File: config.mk
export PLATFORM = sky130hd
export DESIGN_NAME = vga_timing_flat
export DESIGN_NICKNAME = d
export VERILOG_FILES = /design/src/rtl/vga_pkg.sv /design/src/rtl/vga_if.sv /design/src/rtl/vga_axis_counter.sv /design/src/rtl/vga_timing.sv /design/src/flat_wrapper.sv
export SDC_FILE = /design/constraint.sdc
export NUM_CORES = 1
export LEC_CHECK = 0
export ABC_AREA = 1
export CAP_MARGIN = 20
export CORE_ASPECT_RATIO = 2
export CORE_MARGIN = 2
export CORE_UTILIZATION = 45
export CTS_CLUSTER_DIAMETER = 40
export DETAILED_ROUTE_END_ITERATION = 10
export PLACE_DENSITY = 0.76
export SLEW_MARGIN = 40
export SYNTH_ARGS = -nofsm -noshare
export SYNTH_HDL_FRONTEND = slang
export SYNTH_HIERARCHICAL = 1
export SYNTH_SLANG_ARGS = --single-unit
File: constraint.sdc
create_clock -name clk -period 2.7 [get_ports clk]
set_clock_uncertainty 0.1 [all_clocks]
set_input_delay 0.54 -clock clk [delete_from_list [all_inputs] [get_ports clk]]
set_output_delay 0.54 -clock clk [all_outputs]
set_load 0.1 [all_outputs]
File: src/rtl/vga_pkg.sv
// Default 800x600 @ 60 Hz (40 MHz pixel clock) timing constants and shared helpers
// for the VGA timing source.
package vga_pkg;

    localparam int COUNT_W = 11;

    localparam int VGA_H_VISIBLE     = 800;
    localparam int VGA_H_FRONT_PORCH = 40;
    localparam int VGA_H_SYNC        = 128;
    localparam int VGA_H_BACK_PORCH  = 88;
    localparam int VGA_V_VISIBLE     = 600;
    localparam int VGA_V_FRONT_PORCH = 1;
    localparam int VGA_V_SYNC        = 4;
    localparam int VGA_V_BACK_PORCH  = 23;

    localparam int VGA_H_TOTAL      = VGA_H_VISIBLE + VGA_H_FRONT_PORCH + VGA_H_SYNC + VGA_H_BACK_PORCH;
    localparam int VGA_H_BLNK_START = VGA_H_VISIBLE;
    localparam int VGA_H_SYNC_START = VGA_H_VISIBLE + VGA_H_FRONT_PORCH;
    localparam int VGA_H_SYNC_END   = VGA_H_SYNC_START + VGA_H_SYNC;

    localparam int VGA_V_TOTAL      = VGA_V_VISIBLE + VGA_V_FRONT_PORCH + VGA_V_SYNC + VGA_V_BACK_PORCH;
    localparam int VGA_V_BLNK_START = VGA_V_VISIBLE;
    localparam int VGA_V_SYNC_START = VGA_V_VISIBLE + VGA_V_FRONT_PORCH;
    localparam int VGA_V_SYNC_END   = VGA_V_SYNC_START + VGA_V_SYNC;

    // Eight vertical colour bars, white first, black last.
    function automatic logic [11:0] bar_colour(input logic [2:0] sel);
        case (sel)
            3'd0:    return 12'hFFF;
            3'd1:    return 12'hFF0;
            3'd2:    return 12'h0FF;
            3'd3:    return 12'h0F0;
            3'd4:    return 12'hF0F;
            3'd5:    return 12'hF00;
            3'd6:    return 12'h00F;
            default: return 12'h000;
        endcase
    endfunction

endpackage

File: src/rtl/vga_if.sv
// Pixel-position stream shared by the timing source and the drawing stages.
interface vga_if;
    import vga_pkg::*;

    logic [COUNT_W-1:0] hcount;
    logic [COUNT_W-1:0] vcount;
    logic               hsync;
    logic               vsync;
    logic               hblnk;
    logic               vblnk;
    logic [11:0]        rgb;

    modport vga_out (output hcount, vcount, hsync, vsync, hblnk, vblnk, rgb);
    modport vga_in  (input  hcount, vcount, hsync, vsync, hblnk, vblnk, rgb);

endinterface

File: src/rtl/vga_axis_counter.sv
// One timing axis: wrapping position counter plus registered sync/blank decode of
// the next count, so decode and count land in the same register stage.
module vga_axis_counter
    import vga_pkg::*;
#(
    parameter int TOTAL      = VGA_H_TOTAL,
    parameter int BLNK_START = VGA_H_BLNK_START,
    parameter int SYNC_START = VGA_H_SYNC_START,
    parameter int SYNC_END   = VGA_H_SYNC_END
) (
    input  logic               clk,
    input  logic               rst,
    input  logic               en,
    output logic [COUNT_W-1:0] count,
    output logic               wrap,
    output logic               sync,
    output logic               blnk
);

    localparam logic [COUNT_W-1:0] LAST       = COUNT_W'(TOTAL - 1);
    localparam logic [COUNT_W-1:0] BLNK_C     = COUNT_W'(BLNK_START);
    localparam logic [COUNT_W-1:0] SYNC_FIRST = COUNT_W'(SYNC_START);
    localparam logic [COUNT_W-1:0] SYNC_LAST  = COUNT_W'(SYNC_END - 1);

    logic [COUNT_W-1:0] count_q, count_d;
    logic               sync_q, sync_d;
    logic               blnk_q, blnk_d;

    // Combinational: tells the next axis that this edge wraps.
    assign wrap = en && (count_q == LAST);

    always_comb begin
        count_d = count_q;
        if (en) begin
            count_d = wrap ? '0 : count_q + COUNT_W'(1);
        end
        sync_d = (count_d >= SYNC_FIRST) && (count_d <= SYNC_LAST);
        blnk_d = (count_d >= BLNK_C);
    end

    always_ff @(posedge clk or posedge rst) begin
        if (rst) begin
            count_q <= '0;
            sync_q  <= 1'b0;
            blnk_q  <= 1'b0;
        end else begin
            count_q <= count_d;
            sync_q  <= sync_d;
            blnk_q  <= blnk_d;
        end
    end

    assign count = count_q;
    assign sync  = sync_q;
    assign blnk  = blnk_q;

endmodule

File: src/rtl/vga_timing.sv
// VGA timing source: registered, mutually aligned position/sync/blank stream plus frame_start.
// Define VGA_TIMING_TEST_PATTERN_EN to drive 8 colour bars on rgb instead of constant black.
module vga_timing
    import vga_pkg::*;
#(
    parameter int H_VISIBLE     = VGA_H_VISIBLE,
    parameter int H_FRONT_PORCH = VGA_H_FRONT_PORCH,
    parameter int H_SYNC        = VGA_H_SYNC,
    parameter int H_BACK_PORCH  = VGA_H_BACK_PORCH,
    parameter int V_VISIBLE     = VGA_V_VISIBLE,
    parameter int V_FRONT_PORCH = VGA_V_FRONT_PORCH,
    parameter int V_SYNC        = VGA_V_SYNC,
    parameter int V_BACK_PORCH  = VGA_V_BACK_PORCH
) (
    input  logic   clk,
    input  logic   rst,
    vga_if.vga_out vga_out,
    output logic   frame_start
);

    localparam int H_TOTAL      = H_VISIBLE + H_FRONT_PORCH + H_SYNC + H_BACK_PORCH;
    localparam int H_SYNC_START = H_VISIBLE + H_FRONT_PORCH;
    localparam int V_TOTAL      = V_VISIBLE + V_FRONT_PORCH + V_SYNC + V_BACK_PORCH;
    localparam int V_SYNC_START = V_VISIBLE + V_FRONT_PORCH;

    if (H_TOTAL > 2048 || V_TOTAL > 2048) begin : g_width_check
        $error("vga_timing: H_TOTAL/V_TOTAL do not fit the 11-bit counters");
    end

    logic [COUNT_W-1:0] hcount, vcount;
    logic               h_wrap, v_wrap;
    logic               hsync, vsync, hblnk, vblnk;
    logic               frame_start_q;

    vga_axis_counter #(
        .TOTAL      (H_TOTAL),
        .BLNK_START (H_VISIBLE),
        .SYNC_START (H_SYNC_START),
        .SYNC_END   (H_SYNC_START + H_SYNC)
    ) u_hcnt (
        .clk   (clk),
        .rst   (rst),
        .en    (1'b1),
        .count (hcount),
        .wrap  (h_wrap),
        .sync  (hsync),
        .blnk  (hblnk)
    );

    vga_axis_counter #(
        .TOTAL      (V_TOTAL),
        .BLNK_START (V_VISIBLE),
        .SYNC_START (V_SYNC_START),
        .SYNC_END   (V_SYNC_START + V_SYNC)
    ) u_vcnt (
        .clk   (clk),
        .rst   (rst),
        .en    (h_wrap),
        .count (vcount),
        .wrap  (v_wrap),
        .sync  (vsync),
        .blnk  (vblnk)
    );

    // A vertical wrap implies a horizontal wrap: the next edge lands on (0,0).
    always_ff @(posedge clk or posedge rst) begin
        if (rst) begin
            frame_start_q <= 1'b0;
        end else begin
            frame_start_q <= v_wrap;
        end
    end

`ifdef VGA_TIMING_TEST_PATTERN_EN
    localparam logic [COUNT_W-1:0] H_BLNK_C = COUNT_W'(H_VISIBLE);
    localparam logic [COUNT_W-1:0] V_BLNK_C = COUNT_W'(V_VISIBLE);

    logic [COUNT_W-1:0] hcount_d, vcount_d;
    logic [11:0]        rgb_q, rgb_d;

    // Recompute the next position here so the colour registers alongside the counters.
    always_comb begin
        hcount_d = h_wrap ? '0 : hcount + COUNT_W'(1);
        vcount_d = vcount;
        if (h_wrap) begin
            vcount_d = v_wrap ? '0 : vcount + COUNT_W'(1);
        end
        rgb_d = 12'h000;
        if (hcount_d < H_BLNK_C && vcount_d < V_BLNK_C) begin
            rgb_d = bar_colour(hcount_d[9:7]);
        end
    end

    always_ff @(posedge clk or posedge rst) begin
        if (rst) begin
            rgb_q <= 12'h000;
        end else begin
            rgb_q <= rgb_d;
        end
    end

    assign vga_out.rgb = rgb_q;
`else
    assign vga_out.rgb = 12'h000;
`endif

    assign vga_out.hcount = hcount;
    assign vga_out.vcount = vcount;
    assign vga_out.hsync  = hsync;
    assign vga_out.vsync  = vsync;
    assign vga_out.hblnk  = hblnk;
    assign vga_out.vblnk  = vblnk;
    assign frame_start    = frame_start_q;

endmodule

File: src/flat_wrapper.sv
// flat-port wrapper written by rule: the top's interface ports become plain ports
module vga_timing_flat import vga_pkg::*;
#(
    parameter int H_VISIBLE     = VGA_H_VISIBLE,
    parameter int H_FRONT_PORCH = VGA_H_FRONT_PORCH,
    parameter int H_SYNC        = VGA_H_SYNC,
    parameter int H_BACK_PORCH  = VGA_H_BACK_PORCH,
    parameter int V_VISIBLE     = VGA_V_VISIBLE,
    parameter int V_FRONT_PORCH = VGA_V_FRONT_PORCH,
    parameter int V_SYNC        = VGA_V_SYNC,
    parameter int V_BACK_PORCH  = VGA_V_BACK_PORCH
)
  (clk, rst, frame_start, vga_out_hcount, vga_out_vcount, vga_out_hsync, vga_out_vsync, vga_out_hblnk, vga_out_vblnk, vga_out_rgb);
  vga_if vga_out_i ();
  input  logic clk;
  input  logic rst;
  output logic frame_start;
  output wire logic [$bits(vga_out_i.hcount)-1:0] vga_out_hcount;
  output wire logic [$bits(vga_out_i.vcount)-1:0] vga_out_vcount;
  output wire logic [$bits(vga_out_i.hsync)-1:0] vga_out_hsync;
  output wire logic [$bits(vga_out_i.vsync)-1:0] vga_out_vsync;
  output wire logic [$bits(vga_out_i.hblnk)-1:0] vga_out_hblnk;
  output wire logic [$bits(vga_out_i.vblnk)-1:0] vga_out_vblnk;
  output wire logic [$bits(vga_out_i.rgb)-1:0] vga_out_rgb;
  assign vga_out_hcount = vga_out_i.hcount;
  assign vga_out_vcount = vga_out_i.vcount;
  assign vga_out_hsync = vga_out_i.hsync;
  assign vga_out_vsync = vga_out_i.vsync;
  assign vga_out_hblnk = vga_out_i.hblnk;
  assign vga_out_vblnk = vga_out_i.vblnk;
  assign vga_out_rgb = vga_out_i.rgb;
  vga_timing #(.H_VISIBLE(H_VISIBLE), .H_FRONT_PORCH(H_FRONT_PORCH), .H_SYNC(H_SYNC), .H_BACK_PORCH(H_BACK_PORCH), .V_VISIBLE(V_VISIBLE), .V_FRONT_PORCH(V_FRONT_PORCH), .V_SYNC(V_SYNC), .V_BACK_PORCH(V_BACK_PORCH)) u_core (.clk(clk), .rst(rst), .vga_out(vga_out_i), .frame_start(frame_start));
endmodule
Yosys cells after proc, flatten, opt, wreduce, memory -nomap -nowiden
Index checks and enable logic that the tools add are counted.
- bits in registers: 27
- bits of input ports: 2
- output and inout port bits: 39
- logic and storage cells: 23
- $add $sub $neg: 2
- order comparisons: 6
- equal/unequal tests: 2
- mux-type cells: 3
- reduce and logical (&&, ||, !) cells: 3
- operator list (kind ; count):
    $ge 11x10->1 const B ; 4
    $mux 11 ; 3
    $add 11x1->11 const B ; 2
    $le 11x10->1 const B ; 2
    $eq 11x10->1 const B ; 1
    $eq 11x11->1 const B ; 1
    $logic_and 1x1->1 ; 3

Longest topological paths before layout
Gate-level depths: netlist of run 1.
- depth after elaboration: 6
- depth in mapped cells: 18
- gate-level depth less buffers: 17

By module
The synthesis of run 1 kept the hierarchy.
- modules (own cells, without submodules) (module ; times used ; cells each ; area each (µm²) ; sequential area each (µm²)):
    vga_axis_counter (u_core.u_vcnt) ; 1 ; 122 ; 902.1 ; 325.3
    vga_axis_counter (u_core.u_hcnt) ; 1 ; 119 ; 832.0 ; 325.3
    vga_timing ; 1 ; 16 ; 126.4 ; 25.0

Worst setup path after synthesis of run 1
Ideal clock, no wire load.
- kind: register to register
- start point: register u_core.u_hcnt.count_q[1], in the netlist u_core/u_hcnt/count[1]
- end point: register u_core.u_vcnt.sync_q, in the netlist u_core/u_vcnt/sync
- library setup time: 0.117 ns
- data arrival time: 2.797 ns
- required time: 2.483 ns
- setup slack: -0.314 ns
- stages on the path, launching flop included: 17
- path buffers: 0
- period minus slack after synthesis: 3.014 ns
- path through: dfrtp_1 ha_1 nand2_1 nor2_1 nand3_2 inv_1 nand2_1 nor2_1 nand2_4 nor2_2 nand2_1 nand2_2 nand3_1 nor2_1 nor2_2 nand3_1 nand2_1
- word-level cells in the longest chain between the ends: 6
- elaborated cells between the ends (all ways): 7
- classes of those cells: 2 x order compare; 1 x eq/ne; 2 x mux; 2 x reduce/logical
- ends and longest elaborated chain (what ; line ; text):
    start: declaration ; vga_axis_counter.sv:25 ; logic [COUNT_W-1:0] count_q, count_d;
    start signal: assignment ; vga_axis_counter.sv:47 ; count_q <= count_d;
    $eq 11x11->1 (*) ; vga_axis_counter.sv:30 ; assign wrap = en && (count_q == LAST);
    net u_core.h_wrap ; vga_timing.sv:31 ; logic h_wrap, v_wrap;
    $logic_and 1x1->1 ; vga_axis_counter.sv:30 ;
    $mux 11 ; vga_axis_counter.sv:35 ; count_d = wrap ? '0 : count_q + COUNT_W'(1);
    $mux 11 (*) ; vga_axis_counter.sv:34 ; if (en) begin
    $ge 11x10->1 or $le 11x10->1 (tied branches) ; vga_axis_counter.sv:37 ; sync_d = (count_d >= SYNC_FIRST) && (count_d <= SYNC_LAST);
    $logic_and 1x1->1 (*) ; vga_axis_counter.sv:37 ;
    net u_core.u_vcnt.sync_d ; vga_axis_counter.sv:26 ; logic sync_q, sync_d;
    end signal: assignment ; vga_axis_counter.sv:48 ; sync_q <= sync_d;
    end: declaration ; vga_axis_counter.sv:26 ;
The timed path passes the listed nets; every way through them passes the cells marked *.

Worst setup path in the final report of run 1
- start point: register u_core.u_hcnt.count_q[1], in the netlist u_core/u_hcnt/count[1]
- end point: register u_core.u_vcnt.sync_q, in the netlist u_core/u_vcnt/sync
- word-level cells in the longest chain between the ends: 6
- elaborated cells between the ends (all ways): 7
- classes of those cells: 2 x order compare; 1 x eq/ne; 2 x mux; 2 x reduce/logical
- ends and longest elaborated chain (what ; line):
    $eq 11x11->1 (*) ; vga_axis_counter.sv:30
    net u_core.h_wrap ; vga_timing.sv:31
    $logic_and 1x1->1 ; vga_axis_counter.sv:30
    $mux 11 ; vga_axis_counter.sv:35
    $mux 11 (*) ; vga_axis_counter.sv:34
    net u_core.u_vcnt.count_d[9] ; vga_axis_counter.sv:25
    $ge 11x10->1 or $le 11x10->1 (tied branches) ; vga_axis_counter.sv:37
    $logic_and 1x1->1 (*) ; vga_axis_counter.sv:37
    net u_core.u_vcnt.sync_d ; vga_axis_counter.sv:26
Marked as above.

==> results.py, run 1 <==
metrics = {
    "floorplan": {
        "die_x_um": 49.5,
        "ios": 41,
        "fp.coreArea_um2": 4050,
        "rows": 33,
        "initial_core_util_pct": 46.0,
        "die_height_um": 94.9,
        "die-area_um2": 4700,
    },
    "setup_path": {
        "cp.arrival_ns": 2.53,
        "crit_buf_inv": 2,
        "critPathCaptureType": "register",
        "required_ns": 2.77,
        "cp_top_family": "simple AND/OR/NAND/NOR gates",
        "critPathKind": "reg -> reg",
        "r2r_cells": 17,
        "cp_common_cell": "nand2_1",
        "cp.depth": 17,
        "worstPathCellList": "ha_2, nand2_1, nor2_1, nand3_2, inv_1, buf_4, nand3_1, nor2_1, nand2_1, nand2_1, nand2_2, nor2_4, nand3_1, nor2_1, nor2_2, nand3_1, nand2_1",
        "cpMaxStageDelayCell": "dfrtp_2",
        "max_stage_delay_ns": 0.42,
        "cp_max_fo": 10,
        "crit_path_start_kind": "register",
    },
    "worst_hold_path": {
        "hold_path_class": "in -> async",
    },
    "timing": {
        "slew_viol_final": 0,
        "holdWs_ns": 0.345,
        "rsz0062_at_grt": "no",
        "finalWorstSetupSlack_ns": 0.242,
        "setup_viol": 0,
        "final_hold_viol_count": 0,
        "fmax_mhz": 407,
        "fin_crit_ns": 2.46,
        "fin_crit_sh_pct": 91.0,
        "tns_ns": 0,
        "slew_headroom_pct": 64.4,
        "tightestPinTransition_ns": 0.534,
    },
    "global_routing": {
        "grt_pass1_vias": 1568,
        "grt_pass1_wl_um": 6690,
        "grt-ovfl-total": 0,
        "grt_max_degree": 16,
        "antenna_found_initial": 0,
        "grt_util_all_layers_pct": 18.9,
    },
    "yosys": {
        "synth-edff-count": 0,
        "synth-async-reset-ratio_pct": 100,
        "synth_cell_types": 27,
        "synth_top_area_share_pct": 36.3,
        "ys_seq_elements": 27,
        "yosysWarnings": 6,
        "synth_cells": 257,
        "synth-main-ff-cell": "dfrtp_1",
        "yosysTopAreaCell": "dfrtp_1",
        "yosys-top-cells-count": "nand2_1 (60), inv_1 (39), nand3_1 (29), dfrtp_1 (27), nor2_1 (24)",
        "syn_avg_cell_area_um2": 7.24,
        "synthTopCellsByArea": "dfrtp_1 (36%), nand2_1 (12%), inv_1 (7.9%)",
        "synthesis.area_um2": 1860,
        "yosysMostFrequentCell": "nand2_1",
        "ys_seq_area_share_pct": 36.3,
    },
    "routing": {
        "drc": 0,
        "viasPerCell": 4.88,
        "wire_per_inst_um": 12.7,
        "num_vias": 1655,
        "drt_wl_total_um": 4300,
        "firstDrtPassIters": 4,
        "first_iter_violations": 39,
        "ant_nets": 0,
    },
    "finish": {
        "fin_cells": 339,
        "drive_gt1_share_pct": 28.9,
        "antenna_cells": 0,
        "areaGrowthSynthToFinish_pct": 14.5,
        "nNetsFinal": 292,
    },
    "clocking": {
        "cts-root-buf": "clkbuf_8",
        "htreeDepth": 1,
        "cts_buffers": 3,
        "cts_setup_buffers": 0,
        "clk_pin_slew_ns": 0.09,
        "cts_tree": "built",
        "cts_sinks": 27,
        "clockBufferDepth": 2,
        "clkLatencyLatePin_ns": 0.27,
    },
    "place": {
        "gp_congestion": 0.886,
        "pre_cts_ws_ns": 0.237,
        "place_inst": 335,
        "io_buffer_count": 28,
        "hpwl_um": 3570,
    },
    "power": {
        "powerDensity_nw_per_um2": 927,
        "p_leak_uw": 0.00114,
        "vdd_ir_drop_max_mv": 0.615,
    },
    "flow_run": {
        "cap_violations": 0,
    },
    "status": {
        "run_status": "finished clean",
    },
}
## worst reg2reg max path, delay by kind of cell, from the launching register on
kind | cells | cell delay [ns]
adder cells (fa/ha/maj) | 1 | 0.21
buffers and inverters | 2 | 0.30
flip-flops | 1 | 0.42
AND/OR/NAND/NOR | 14 | 1.33
## what timing repair did
action                     CTS  global route
hold endpoints to repair     0             0
hold buffers                 0             0
setup endpoints to repair    0             1
gates resized for setup      0             1
## layer usage
metal | vias up | global-route usage, % | part of all wire (%)
met4 | 0 | 8.56 | 2.2
met3 | 8 | 1.11 | 2.6
li1 | 818 | - | -
met5 | - | 0 | 0
met2 | 39 | 42.2 | 62
met1 | 790 | 15.3 | 33
## final cells by class
cell class,count,area [um2]
Fill cell,423,1920
Multi-Input combinational cell,182,946
Sequential cell,27,682
Timing Repair Buffer,29,220
Inverter,45,170
Tap cell,52,65.1
Clock buffer,3,41.3
Clock inverter,1,5.00
## final timing paths
check                                             start                 endpoint  slack (ns)
min in group clk                u_core/u_hcnt/count[10]  u_core/u_hcnt/count[10]        0.50
worst min-delay path                                rst       u_core/frame_start        0.34
worst max register to register   u_core/u_hcnt/count[1]       u_core/u_vcnt/sync        0.24
max in group asynchronous                           rst   u_core/u_vcnt/count[8]        1.59
worst min register to register  u_core/u_hcnt/count[10]  u_core/u_hcnt/count[10]        0.50
worst max-delay path             u_core/u_hcnt/count[1]       u_core/u_vcnt/sync        0.24
## kinds of logic after synthesis
group           count (synthesis)  share of synthesized area [%]
compound gates                  6                           2.15
xor+xnor                        2                          0.942
fa+ha+maj                       2                           1.34
buf+inv                        59                           15.2
flops                          27                           36.3
other cells                     2                          0.404
simple gates                  159                           43.6
## cell usage in the layout (no fill, tap or decap), types with 3 or more instances in the layout
| cell | instances |
|---|---|
| nand3_1 | 29 |
| conb_1 | 13 |
| inv_2 | 5 |
| inv_1 | 39 |
| nor2_4 | 6 |
| nand2_2 | 13 |
| dfrtp_2 | 5 |
| nand3_2 | 4 |
| dfrtp_1 | 22 |
| buf_4 | 28 |
| nand2_1 | 60 |
| nand4_1 | 5 |
| clkbuf_8 | 3 |
| nor3_1 | 4 |
| nor2_1 | 24 |
| nor2_2 | 10 |
## stage by stage
step           total power [uW]  instance area (um2)  utilization (%)
4_1_cts                    1990                 2130             52.6
6_report                   1970                 2130             52.6
3_5_place_dp               1760                 2080             51.4
5_1_grt                    2080                 2130             52.6
2_1_floorplan              1550                 1910                -
3_3_place_gp               1740                 2080             51.4
## flip-flops by register name, indices dropped and copies added (netlist names)
signal,cells
u_core/u_hcnt/blnk,1
u_core/u_vcnt/sync,1
u_core/u_hcnt/count,11
u_core/u_vcnt/count,11
u_core/frame_start,1
u_core/u_hcnt/sync,1
u_core/u_vcnt/blnk,1
## where the power goes
group | leakage, uW | internal (uW) | switching, uW
registers | 0.000286 | 488 | 109
clock network | 0.0000255 | 103 | 123
logic | 0.000830 | 218 | 933
Power figures use the tool's default switching activity.
==> inputs of run 2 (changes only) <==
Settings changed: PLACE_DENSITY 0.76 to 0.81.
==> run 2 against run 1 <==
  * Fmax grew 0.49%
  * Largest power group unchanged
  * Sequential share of layout area decreased by 0.075 points
  * Critical path type unchanged
  * Via count fell by 1.0%
  * Largest cell class unchanged
==> results.py, run 2 (synthesis gave the netlist of run 1 again) <==
metrics = {
    "setup_path": {
        "cp.arrival_ns": 2.57,
        "r2r_cells": 16,
        "worstReg2RegStart": "u_core/u_hcnt/count[1]",
        "max_stage_delay_ns": 0.41,
        "reg2reg_slack_ns": 0.25,
        "cp_max_fo": 9,
        "required_ns": 2.83,
        "crit_path_start_kind": "register",
        "cp_common_cell": "nand2_1",
        "timing.rr.end": "u_core/u_vcnt/sync",
        "critPathKind": "reg -> reg",
        "cpMaxStageDelayCell": "dfrtp_2",
        "worstPathCellList": "ha_1, nand2_1, nor2_1, nand3_2, inv_1, buf_4, nand2_1, nor2_1, xnor2_1, nor2_2, nand2_2, nor2_4, nand2_2, nor2_2, nand3_1, nand2_1",
        "critPathCaptureType": "register",
    },
    "timing": {
        "final_hold_viol_count": 0,
        "finalWorstSetupSlack_ns": 0.254,
        "tns_ns": 0,
        "fmax_mhz": 409,
        "slew_viol_final": 0,
        "fin_crit_ns": 2.45,
        "fin_crit_sh_pct": 90.6,
        "slew_headroom_pct": 65.6,
        "holdWs_ns": 0.335,
        "rsz0062_at_grt": "no",
        "tightestPinTransition_ns": 0.515,
        "setup_viol": 0,
    },
    "place": {
        "place_area_um2": 2080,
        "pre_cts_ws_ns": 0.293,
        "place_inst": 335,
        "hpwl_um": 3530,
        "gp_congestion": 0.863,
        "io_buffer_count": 28,
    },
    "clocking": {
        "cts_sinks": 27,
        "clkLatencyLatePin_ns": 0.28,
        "clk_pin_slew_ns": 0.10,
        "cts_setup_buffers": 0,
        "ctsHoldBuffers": 0,
        "cts-root-buf": "clkbuf_8",
        "htreeDepth": 1,
        "cts_tree": "built",
        "clockBufferDepth": 2,
        "cts_buffers": 3,
    },
    "finish": {
        "fin_cells": 339,
        "final_cell_mix": "nand2_1 (60), inv_1 (39), nand3_1 (29)",
        "final_common_cell": "nand2_1",
        "nNetsFinal": 292,
        "drive_gt1_share_pct": 29.3,
        "postLayoutCellArea_um2": 2130,
        "areaGrowthSynthToFinish_pct": 14.7,
        "antenna_cells": 0,
    },
    "routing": {
        "viasPerCell": 4.83,
        "ant_nets": 0,
        "wire_per_inst_um": 12.4,
        "first_iter_violations": 25,
        "drt_wl_total_um": 4210,
        "num_vias": 1638,
        "firstDrtPassIters": 4,
        "drc": 0,
    },
    "global_routing": {
        "grt_pass1_vias": 1633,
        "grt_util_all_layers_pct": 19.6,
        "grt_pass1_wl_um": 6950,
        "antenna_found_initial": 0,
        "grt_max_degree": 17,
        "grt-ovfl-total": 0,
    },
    "floorplan": {
        "die_height_um": 94.9,
        "die_x_um": 49.5,
        "initial_core_util_pct": 46.0,
        "ios": 41,
        "die-area_um2": 4700,
        "rows": 33,
        "fp.coreArea_um2": 4050,
    },
    "power": {
        "vdd_ir_drop_max_mv": 0.437,
        "p_leak_uw": 0.00114,
        "powerDensity_nw_per_um2": 927,
    },
    "status": {
        "run_status": "finished clean",
    },
    "flow_run": {
        "cap_violations": 0,
    },
    "worst_hold_path": {
        "hold_path_class": "in -> async",
    },
}
-- run 2: changes by cell type in the layout (fill, tap and decap cells not counted) --
cell        change
ha_1            +1
nor2_2          +2
ha_2            -1
clkinvlp_4      +1
clkinv_2        -1
nor2_1          -2
-- run 2: where the power goes --
part	leakage, uW	total, uW	switching [uW]	internal, uW
Combinational	0.000831	1150	935	216
Clock	0.0000217	235	130	105
Sequential	0.000286	593	105	488
Total	0.00114	1980	1170	809
-- run 2: per-layer routing --
metal,routed length [um],up-vias,share of wire (%),global-route usage (%)
met1,1360,762,32,15.6
met2,2600,43,62,42.3
li1,-,820,-,-
met5,0,-,0,0
met4,159,0,3.8,11.6
met3,86,13,2.0,2.06
-- run 2: metrics by stage --
step,util [%],power [uW]
after CTS,52.6,1990
after global placement,51.4,1740
after floorplan,-,1550
after global routing,52.8,2090
after detailed placement,51.4,1750
final,52.8,1980
-- run 2: worst max-delay path, delay by kind of cell (launching register included) --
kind | cells | cell delay (ns)
XOR/XNOR | 1 | 0.09
adder cells (fa/ha/maj) | 1 | 0.22
buffers and inverters | 2 | 0.33
flip-flops | 1 | 0.41
AND/OR/NAND/NOR | 12 | 1.23
-- run 2: area by class of cell --
class | instances | area (um2)
Inverter | 45 | 170
Fill cell | 409 | 1910
Sequential cell | 27 | 682
Clock buffer | 3 | 41.3
Clock inverter | 1 | 7.51
Multi-Input combinational cell | 182 | 948
Tap cell | 52 | 65.1
Timing Repair Buffer | 29 | 220
-- run 2: repair_timing --
action                                  4_1_cts  5_1_grt
endpoints found under the setup margin        0        1
gates resized for setup                       0        2
hold endpoints to repair                      0        0
-- run 2: worst max-delay path by stage --
stage               slack [ns]  depth (start not counted)            endpoint                    from
floorplan                 0.02                         16  u_core/u_vcnt/sync  u_core/u_hcnt/count[1]
global placement          0.34                         16  u_core/u_vcnt/sync  u_core/u_hcnt/count[1]
detailed placement        0.29                         16  u_core/u_vcnt/sync  u_core/u_hcnt/count[1]
CTS                       0.26                         16  u_core/u_vcnt/sync  u_core/u_hcnt/count[1]
global route             0.007                         16  u_core/u_vcnt/sync  u_core/u_hcnt/count[0]
finish                    0.25                         16  u_core/u_vcnt/sync  u_core/u_hcnt/count[1]
